<file path="src/rtl/cnn_pkg.sv">
// Shared encodings for the pmul feeder: FSM states, kernel geometry and weight indexing.
package cnn_pkg;

  localparam int unsigned KCOLS = 3;
  localparam int unsigned KSIZE = KCOLS * KCOLS;

  localparam logic [2:0] StIdle = 3'd0;
  localparam logic [2:0] StFill = 3'd1;
  localparam logic [2:0] StRun  = 3'd2;
  localparam logic [2:0] StB1   = 3'd3;
  localparam logic [2:0] StB2   = 3'd4;

  // Flat register-file index of kernel element (row, col).
  function automatic logic [3:0] kernel_idx(input logic [1:0] row, input logic [1:0] col);
    return 4'(row) * 4'(KCOLS) + 4'(col);
  endfunction

endpackage

</file>
<file path="src/rtl/line_buffer.sv">
// One image row of pixels: combinational indexed read, single registered write port.
module line_buffer #(
  parameter int unsigned WIDTH = 8,
  parameter int unsigned DEPTH = 8,
  localparam int unsigned AW   = (DEPTH > 1) ? $clog2(DEPTH) : 1
) (
  input  logic             clk,
  input  logic             rst,
  input  logic [AW-1:0]    rd_addr,
  output logic [WIDTH-1:0] rd_data,
  input  logic             wr_en,
  input  logic [AW-1:0]    wr_addr,
  input  logic [WIDTH-1:0] wr_data
);

  logic [WIDTH-1:0] mem_q [DEPTH];

  assign rd_data = mem_q[rd_addr];

  always_ff @(posedge clk or negedge rst) begin
    if (!rst) begin
      for (int i = 0; i < int'(DEPTH); i++) begin
        mem_q[i] <= '0;
      end
    end else if (wr_en) begin
      mem_q[wr_addr] <= wr_data;
    end
  end

endmodule

</file>
<file path="src/rtl/pmul_feeder.sv">
// Raster pixel stream to 3-lane pmul feeder: two line buffers form a 3-row column, and each
// pixel from row 2 onward is sent as three beats, one per kernel column.
module pmul_feeder
  import cnn_pkg::*;
#(
  parameter int unsigned WIDTH = 8,
  parameter int unsigned IMG_W = 8,
  parameter int unsigned IMG_H = 8,
  localparam int unsigned CW   = $clog2(IMG_W),
  localparam int unsigned RW   = $clog2(IMG_H)
) (
  input  logic             clk,
  input  logic             rst,
  input  logic             start,
  input  logic             w_wr,
  input  logic [3:0]       w_addr,
  input  logic [WIDTH-1:0] w_data,
  input  logic [WIDTH-1:0] px_data,
  input  logic             px_vld,
  output logic             px_rdy,
  output logic             out_update,
  output logic [WIDTH-1:0] out_data2,
  output logic [WIDTH-1:0] out_data1,
  output logic [WIDTH-1:0] out_data0,
  output logic [WIDTH-1:0] out_weight2,
  output logic [WIDTH-1:0] out_weight1,
  output logic [WIDTH-1:0] out_weight0,
  output logic [1:0]       out_kcol,
  output logic             busy,
  output logic             frame_done
);

  logic [2:0]       state_q, state_d;
  logic [CW-1:0]    col_q, col_d;
  logic [RW-1:0]    row_q, row_d;
  logic             last_q, last_d;
  logic             busy_q;
  logic [WIDTH-1:0] w_q [KSIZE];

  logic             update_q, done_q;
  logic [1:0]       kcol_q;
  logic [WIDTH-1:0] data2_q, data1_q, data0_q;
  logic [WIDTH-1:0] weight2_q, weight1_q, weight0_q;

  logic             accept, run_accept, col_last, row_last;
  logic             beat_en, beat_done;
  logic [1:0]       beat_k;
  logic [WIDTH-1:0] top_px, mid_px;

  assign px_rdy     = (state_q == StFill) || (state_q == StRun);
  assign accept     = px_vld && px_rdy;
  assign run_accept = accept && (state_q == StRun);
  assign col_last   = (col_q == CW'(IMG_W - 1));
  assign row_last   = (row_q == RW'(IMG_H - 1));

  // lb_old holds row r-2, lb_new row r-1; each accept shifts the column down by one row.
  line_buffer #(
    .WIDTH (WIDTH),
    .DEPTH (IMG_W)
  ) u_lb_old (
    .clk     (clk),
    .rst     (rst),
    .rd_addr (col_q),
    .rd_data (top_px),
    .wr_en   (accept),
    .wr_addr (col_q),
    .wr_data (mid_px)
  );

  line_buffer #(
    .WIDTH (WIDTH),
    .DEPTH (IMG_W)
  ) u_lb_new (
    .clk     (clk),
    .rst     (rst),
    .rd_addr (col_q),
    .rd_data (mid_px),
    .wr_en   (accept),
    .wr_addr (col_q),
    .wr_data (px_data)
  );

  always_comb begin
    state_d = state_q;
    col_d   = col_q;
    row_d   = row_q;
    last_d  = last_q;
    if (accept) begin
      if (col_last) begin
        col_d = '0;
        row_d = row_last ? '0 : row_q + RW'(1);
      end else begin
        col_d = col_q + CW'(1);
      end
    end
    case (state_q)
      StIdle: begin
        col_d  = '0;
        row_d  = '0;
        last_d = 1'b0;
        if (start) state_d = StFill;
      end
      StFill: begin
        if (accept && col_last && (row_q == RW'(1))) state_d = StRun;
      end
      StRun: begin
        if (accept) begin
          state_d = StB1;
          last_d  = col_last && row_last;
        end
      end
      StB1:    state_d = StB2;
      StB2:    state_d = last_q ? StIdle : StRun;
      default: state_d = StIdle;
    endcase
  end

  // Beat generation: k=0 is launched by the RUN accept, k=1/k=2 by B1/B2.
  always_comb begin
    beat_en   = 1'b0;
    beat_k    = 2'd0;
    beat_done = 1'b0;
    if (run_accept) begin
      beat_en = 1'b1;
      beat_k  = 2'd0;
    end else if (state_q == StB1) begin
      beat_en = 1'b1;
      beat_k  = 2'd1;
    end else if (state_q == StB2) begin
      beat_en   = 1'b1;
      beat_k    = 2'd2;
      beat_done = last_q;
    end
  end

  always_ff @(posedge clk or negedge rst) begin
    if (!rst) begin
      state_q <= StIdle;
      col_q   <= '0;
      row_q   <= '0;
      last_q  <= 1'b0;
      busy_q  <= 1'b0;
    end else begin
      state_q <= state_d;
      col_q   <= col_d;
      row_q   <= row_d;
      last_q  <= last_d;
      // busy stays up through the frame_done beat and drops the cycle after.
      if ((state_q == StIdle) && start) begin
        busy_q <= 1'b1;
      end else if (done_q) begin
        busy_q <= 1'b0;
      end
    end
  end

  always_ff @(posedge clk or negedge rst) begin
    if (!rst) begin
      for (int i = 0; i < int'(KSIZE); i++) begin
        w_q[i] <= '0;
      end
    end else if ((state_q == StIdle) && w_wr && (w_addr < 4'(KSIZE))) begin
      w_q[w_addr] <= w_data;
    end
  end

  always_ff @(posedge clk or negedge rst) begin
    if (!rst) begin
      update_q  <= 1'b0;
      done_q    <= 1'b0;
      kcol_q    <= 2'd0;
      data2_q   <= '0;
      data1_q   <= '0;
      data0_q   <= '0;
      weight2_q <= '0;
      weight1_q <= '0;
      weight0_q <= '0;
    end else begin
      update_q <= beat_en;
      done_q   <= beat_done;
      if (run_accept) begin
        data2_q <= top_px;
        data1_q <= mid_px;
        data0_q <= px_data;
      end
      if (beat_en) begin
        kcol_q    <= beat_k;
        weight2_q <= w_q[kernel_idx(2'd0, beat_k)];
        weight1_q <= w_q[kernel_idx(2'd1, beat_k)];
        weight0_q <= w_q[kernel_idx(2'd2, beat_k)];
      end
    end
  end

  assign out_update  = update_q;
  assign out_data2   = data2_q;
  assign out_data1   = data1_q;
  assign out_data0   = data0_q;
  assign out_weight2 = weight2_q;
  assign out_weight1 = weight1_q;
  assign out_weight0 = weight0_q;
  assign out_kcol    = kcol_q;
  assign busy        = busy_q;
  assign frame_done  = done_q;

endmodule

</file>
<file path="config.mk">
export PLATFORM = sky130hd
export DESIGN_NAME = pmul_feeder
export DESIGN_NICKNAME = d
export VERILOG_FILES = /design/src/rtl/cnn_pkg.sv /design/src/rtl/line_buffer.sv /design/src/rtl/pmul_feeder.sv
export SDC_FILE = /design/constraint.sdc
export NUM_CORES = 1
export LEC_CHECK = 0
export CAP_MARGIN = 0
export CORE_ASPECT_RATIO = 1.4
export CORE_UTILIZATION = 50
export CTS_CLUSTER_SIZE = 20
export DETAILED_ROUTE_END_ITERATION = 16
export DONT_BUFFER_PORTS = 1
export SYNTH_ARGS = -nofsm -noshare
export SYNTH_HDL_FRONTEND = slang
export SYNTH_SLANG_ARGS = --single-unit
</file>
<file path="constraint.sdc">
create_clock -name clk -period 6.37 [get_ports clk]
set_input_delay 0.637 -clock clk [delete_from_list [all_inputs] [get_ports clk]]
set_output_delay 0.637 -clock clk [all_outputs]
set_load 0.03 [all_outputs]
</file>
==> results.yml, run 1 <==
layout:
  num-fill-cells: 1905
  final_cell_mix: "dfrtp_1, mux2_2, nor2_1"
  top_register: "w_q"
  postLayoutCellArea_sq_mm: 0.0130
  largestRegisters: "w_q: 72 flops, u_lb_new.mem_q: 64 flops, u_lb_old.mem_q: 64 flops"
  drive_gt1_frac: 0.309
  ff_latch_area_sq_mm: 0.00658
  multi_input_area_sq_mm: 0.00495
  antenna_cells: 0
  final_common_cell: "dfrtp_1"
  largest_reg_flops: 72
  finalNetCount: 933
  syn2layout_area_growth_pct: 10.1
drt:
  drt-total-wl_um: 28200
  drc: 0
  ant_nets: 0
  vias_per_cell: 6.01
  drt_iter0_markers: 343
  drt-pass1-iter-count: 4
  dr_total_vias: 7382
  wl_per_cell_um: 23.0
min_path:
  min_path_type: "primary input to async pin"
cts:
  htreeDepth: 1
  ctsResizeCount: 0
  post_cts_buffers: 0
  cts_root_buf: "clkbuf_16"
  clk_pin_slew_ns: 0.06
  clock_path_buffers: 3
  cts_tree: "done"
  clk_latency_ns: 0.54
  cts.sinks: 263
  cts_made_buffers: 27
grt:
  track_usage: 0.241
  grt.overflow.total: 0
  grt_pass1_wl_um: 44600
  grt_pass1_vias: 7913
  grt_max_degree: 264
  antenna_found_initial: 0
pwr:
  combPwrFrac: 0.273
  ir_drop_mv: 0.287
  p_clk_frac: 0.257
  seqPwrFrac: 0.470
  p_leak_uw: 0.00579
  power-per-cell-area_mw_per_mm2: 503
  switching_share: 0.353
  switching_power_uw: 2310
  p_int_uw: 4240
sta:
  tightest_slew_ns: 0.992
  fin_crit_sh: 0.638
  setup_viol: 0
  hold_ws_ns: -0.203
  slew_violations: 0
  relSlewSlack: 0.338
  skew_ns: 0.0214
  hold_viol_final: 263
  period_needed_ns: 4.06
  rsz0062_at_grt: "no"
  max_freq_ghz: 0.246
  fin_setup_tns_ns: 0
logic_synthesis:
  avgSynthCellArea_sq_um: 12.9
  synth_seq_area_share: 0.557
  syn_nets: 951
  synth-main-ff-cell: "dfrtp_1"
  synth_cells: 920
  ys_async_sr_fraction: 1.00
  ys_warn_count: 0
  synth-seq-cells: 263
  synth_edf_count: 0
  ys_types: 59
  syn_area_sq_mm: 0.0118
die:
  die-area_sq_mm: 0.0243
  initial_core_util: 0.510
  io_pins: 79
  rows: 66
  die_y_um: 184
  dieWidth_um: 132
  core_sq_mm: 0.0232
critical_path:
  path_max_fanout: 34
  start_kind: "flip-flop"
  worstPathArrival_ns: 4.46
  crit_type: "flip-flop to flip-flop"
  end_kind: "flip-flop"
  required_ns: 6.76
placed_design:
  portBuffers: 0
  dpl-instance-area_sq_mm: 0.0121
  dpl.hpwl_um: 18300
  routabilityCongestion: 0.846
status:
  violations: "hold timing"
  status: "finished, violations left"
flow_run:
  cap_viol_max_count: 0
-- stage by stage --
step / setup WS (ns) / hold WS (ns) / util / instances / total power, uW
5_1_grt: 2.03 / -0.223 / 0.561 / 1228 / 6900
6_report: 2.31 / -0.203 / 0.561 / 1228 / 6550
2_1_floorplan: 3.35 / 0.341 / - / 920 / 4380
4_1_cts: 2.33 / -0.217 / 0.561 / 1228 / 6610
3_5_place_dp: 2.33 / 0.348 / 0.520 / 1179 / 4920
3_3_place_gp: 2.44 / 0.349 / 0.520 / 1179 / 4800
-- synthesized netlist by cell type (all sizes together) (18+ instances only) --
cell type	instances	area [sq um]
buf	37	185
a21oi	42	210
dfrtp	263	6580
clkbuf	21	78.8
mux2i	32	320
o21ai	24	120
mux4	25	563
nor2	64	243
a31oi	18	113
mux2	181	2040
nand2	60	225
-- cell type report --
cell class                 count  area share
multi-input combinational    581       0.380
sequential                   263       0.506
clock buffer                  33      0.0567
clock inverter                16      0.0162
inverter                      18     0.00519
timing repair buffer          11     0.00635
tap                          306      0.0294
-- worst paths after layout --
check	start	endpoint	slack, ns	depth (start not counted)
setup / recovery	state_q[2]$_DFFE_PN0P_	out_weight1[3]$_DFFE_PN0P_	2.31	6
hold / removal	rst	out_weight0[3]$_DFFE_PN0P_	-0.20	0
setup reg to reg	state_q[2]$_DFFE_PN0P_	out_weight1[3]$_DFFE_PN0P_	2.31	6
hold reg to reg	u_lb_old.mem_q[26]$_DFFE_PN0P_	u_lb_old.mem_q[26]$_DFFE_PN0P_	0.49	2
max in group asynchronous	rst	col_q[2]$_DFFE_PN0P_	6.12	0
min in group clk	px_data[4]	u_lb_new.mem_q[20]$_DFFE_PN0P_	0.22	2
-- power by group through the flow --
| stage | Sequential [uW] | Clock [uW] | Combinational [uW] |
|---|---|---|---|
| finish | 3080 | 1680 | 1790 |
| global route | 3160 | 1780 | 1960 |
| CTS | 3080 | 1710 | 1820 |
| detailed placement | 3110 | 0 | 1810 |
| global placement | 3060 | 0 | 1740 |
| floorplan | 2880 | 0 | 1500 |
-- metal layers --
metal / GRT usage / share of wire / vias to the layer above
met2: 0.447 / 0.53 / 205
met3: 0.0471 / 0.049 / 76
met5: 0 / 0 / -
met4: 0.117 / 0.043 / 0
li1: - / - / 3308
met1: 0.262 / 0.37 / 3793
-- critical path, stage by stage, from the launching register on --
cell	delay, ns
dfrtp_1	0.63
and3b_2	0.92
clkinv_1	0.72
ha_1	0.98
mux4_2	0.41
mux2i_1	0.16
a21oi_1	0.09
-- logic make-up after synthesis --
| family | synth area share |
|---|---|
| AO/OA/AOI/OAI | 0.0818 |
| flip-flops | 0.557 |
| buffers and inverters | 0.0280 |
| AND/OR/NAND/NOR | 0.0780 |
| multiplexers | 0.247 |
| XOR/XNOR | 0.00212 |
| adder cells (fa/ha/maj) | 0.00635 |
(Power assumes the default switching activity.)
==> inputs of run 2 (changes only) <==
==> constraint.sdc (replaced) <==
create_clock -name clk -period 4 [get_ports clk]
set_input_delay 0.4 -clock clk [delete_from_list [all_inputs] [get_ports clk]]
set_output_delay 0.4 -clock clk [all_outputs]
set_load 0.03 [all_outputs]
==> run 2 against run 1 <==
The run still ends with hold timing left. Critical path depth grew 3. Flip-flop and latch count is the same. Final area grew 0.47%. Wire length is essentially flat. Setup slack lost 1.4 ns. Maximum frequency grew 33%. Sequential power grew 61%. Clock power grew 48%. Clock skew shrank 0.00068 ns.
==> results.yml, run 2 (synthesized netlist as in run 1, its figures left out) <==
cts:
  clk_pin_slew_ns: 0.06
  cts.sinks: 263
  htreeDepth: 1
  clk_latency_ns: 0.53
  cts_tree: "done"
  ctsResizeCount: 0
  cts_root_buf: "clkbuf_16"
  clock_path_buffers: 3
  cts_made_buffers: 26
  post_cts_buffers: 0
  hold_buffers: 4
pwr:
  switching_power_uw: 3660
  finalPower_uw: 10300
  p_leak_uw: 0.00583
  p_int_uw: 6680
  p_clk_frac: 0.241
  combPwrFrac: 0.279
  power-per-cell-area_mw_per_mm2: 791
  ir_drop_mv: 0.416
  switching_share: 0.354
  seqPwrFrac: 0.480
sta:
  rsz0062_at_grt: "no"
  fin_crit_sh: 0.763
  fin_setup_tns_ns: 0
  relSlewSlack: 0.336
  tightest_slew_ns: 0.996
  hold_ws_ns: -0.422
  max_freq_ghz: 0.328
  skew_ns: 0.0207
  period_needed_ns: 3.05
  setup_viol: 0
  slew_violations: 0
  hold_viol_final: 263
critical_path:
  start_kind: "flip-flop"
  worstPathArrival_ns: 3.44
  crit_path_max_incr_delay_ns: 0.69
  critical_path.cell_chain: "inv_2 -> nor3_2 -> buf_4 -> inv_2 -> buf_4 -> o31a_1 -> inv_2 -> nor2_1 -> a21oi_1"
  end_kind: "flip-flop"
  crit_path_frequent_cell: "inv_2"
  path_max_fanout: 33
  cp_slowest_cell: "o31a_1"
  required_ns: 4.39
  crit_type: "flip-flop to flip-flop"
layout:
  ff_latch_area_sq_mm: 0.00658
  finalNetCount: 948
  fin_util: 0.563
  syn2layout_area_growth_pct: 10.6
  final_common_cell: "dfrtp_1"
  largestRegisters: "w_q: 72 flops, u_lb_new.mem_q: 64 flops, u_lb_old.mem_q: 64 flops"
  largest_reg_flops: 72
  multi_input_area_sq_mm: 0.00495
  antenna_cells: 0
  drive_gt1_frac: 0.310
  final_cell_mix: "dfrtp_1, mux2_2, nor2_1"
  top_register: "w_q"
  num-fill-cells: 1927
die:
  die_y_um: 184
  die-area_sq_mm: 0.0243
  rows: 66
  dieWidth_um: 132
  initial_core_util: 0.510
  io_pins: 79
  core_sq_mm: 0.0232
grt:
  grt.overflow.total: 0
  track_usage: 0.241
  grt_pass1_vias: 7934
  grt_max_degree: 264
  antenna_found_initial: 0
  grt_pass1_wl_um: 45200
drt:
  drt-total-wl_um: 28200
  drt_iter0_markers: 378
  drt-pass1-iter-count: 4
  vias_per_cell: 6.05
  ant_nets: 0
  drc: 0
  wl_per_cell_um: 22.7
  dr_total_vias: 7503
min_path:
  min_path_type: "primary input to async pin"
status:
  status: "finished, violations left"
  violations: "hold timing"
placed_design:
  routabilityCongestion: 0.870
  portBuffers: 0
  dpl.hpwl_um: 18300
flow_run:
  cap_viol_max_count: 0
==> run 2: metal layers <==
| metal | part of all wire | wire length (um) | up-vias | global-route usage |
|---|---|---|---|---|
| li1 | - | - | 3342 | - |
| met1 | 0.39 | 10900 | 3895 | 0.281 |
| met2 | 0.53 | 14900 | 200 | 0.440 |
| met3 | 0.049 | 1380 | 66 | 0.0403 |
| met4 | 0.038 | 1070 | 0 | 0.101 |
| met5 | 0 | 0 | - | 0 |
==> run 2: critical path: cells and delay by family (launching register included) <==
kind	cells	cell delay, ns
buf+inv	5	1.23
compound gates	2	0.75
flops	1	0.63
simple gates	2	0.29
==> run 2: final timing paths <==
| kind | depth (start not counted) | to | start | slack, ns |
|---|---|---|---|---|
| worst min register to register | 2 | u_lb_old.mem_q[27]$_DFFE_PN0P_ | u_lb_old.mem_q[27]$_DFFE_PN0P_ | 0.48 |
| worst max-delay path | 9 | out_weight1[2]$_DFFE_PN0P_ | state_q[2]$_DFFE_PN0P_ | 0.95 |
| min in group clk | 1 | out_data0[5]$_DFFE_PN0P_ | px_data[5] | 0.02 |
| worst min-delay path | 0 | out_weight0[5]$_DFFE_PN0P_ | rst | -0.42 |
| max in group asynchronous | 0 | col_q[1]$_DFFE_PN0P_ | rst | 4.05 |
| worst max register to register | 9 | out_weight1[2]$_DFFE_PN0P_ | state_q[2]$_DFFE_PN0P_ | 0.95 |
==> run 2: power by group through the flow <==
| stage | sequential (uW) | combinational [uW] | clock, uW |
|---|---|---|---|
| 2_1_floorplan | 4590 | 2390 | 0 |
| 3_3_place_gp | 4940 | 2790 | 0 |
| 3_5_place_dp | 5010 | 2900 | 0 |
| 4_1_cts | 4960 | 2910 | 2560 |
| 5_1_grt | 5090 | 3200 | 2660 |
| 6_report | 4960 | 2890 | 2490 |
==> run 2: layout make-up <==
class	count	area share
inverters	18	0.00517
multi-input cells	581	0.378
clock buffers	35	0.0570
repair buffers	27	0.0167
flip-flops and latches	263	0.504
well taps	306	0.0293
clock inverters	11	0.00995
==> run 2: through the flow <==
stage / setup slack, ns / area, sq um / cells
after floorplan: 0.983 / 11800 / 920
after global placement: 1.09 / 12100 / 1189
after detailed placement: 0.998 / 12100 / 1189
after CTS: 0.980 / 13100 / 1239
after global routing: 0.696 / 13100 / 1241
final: 0.947 / 13100 / 1241
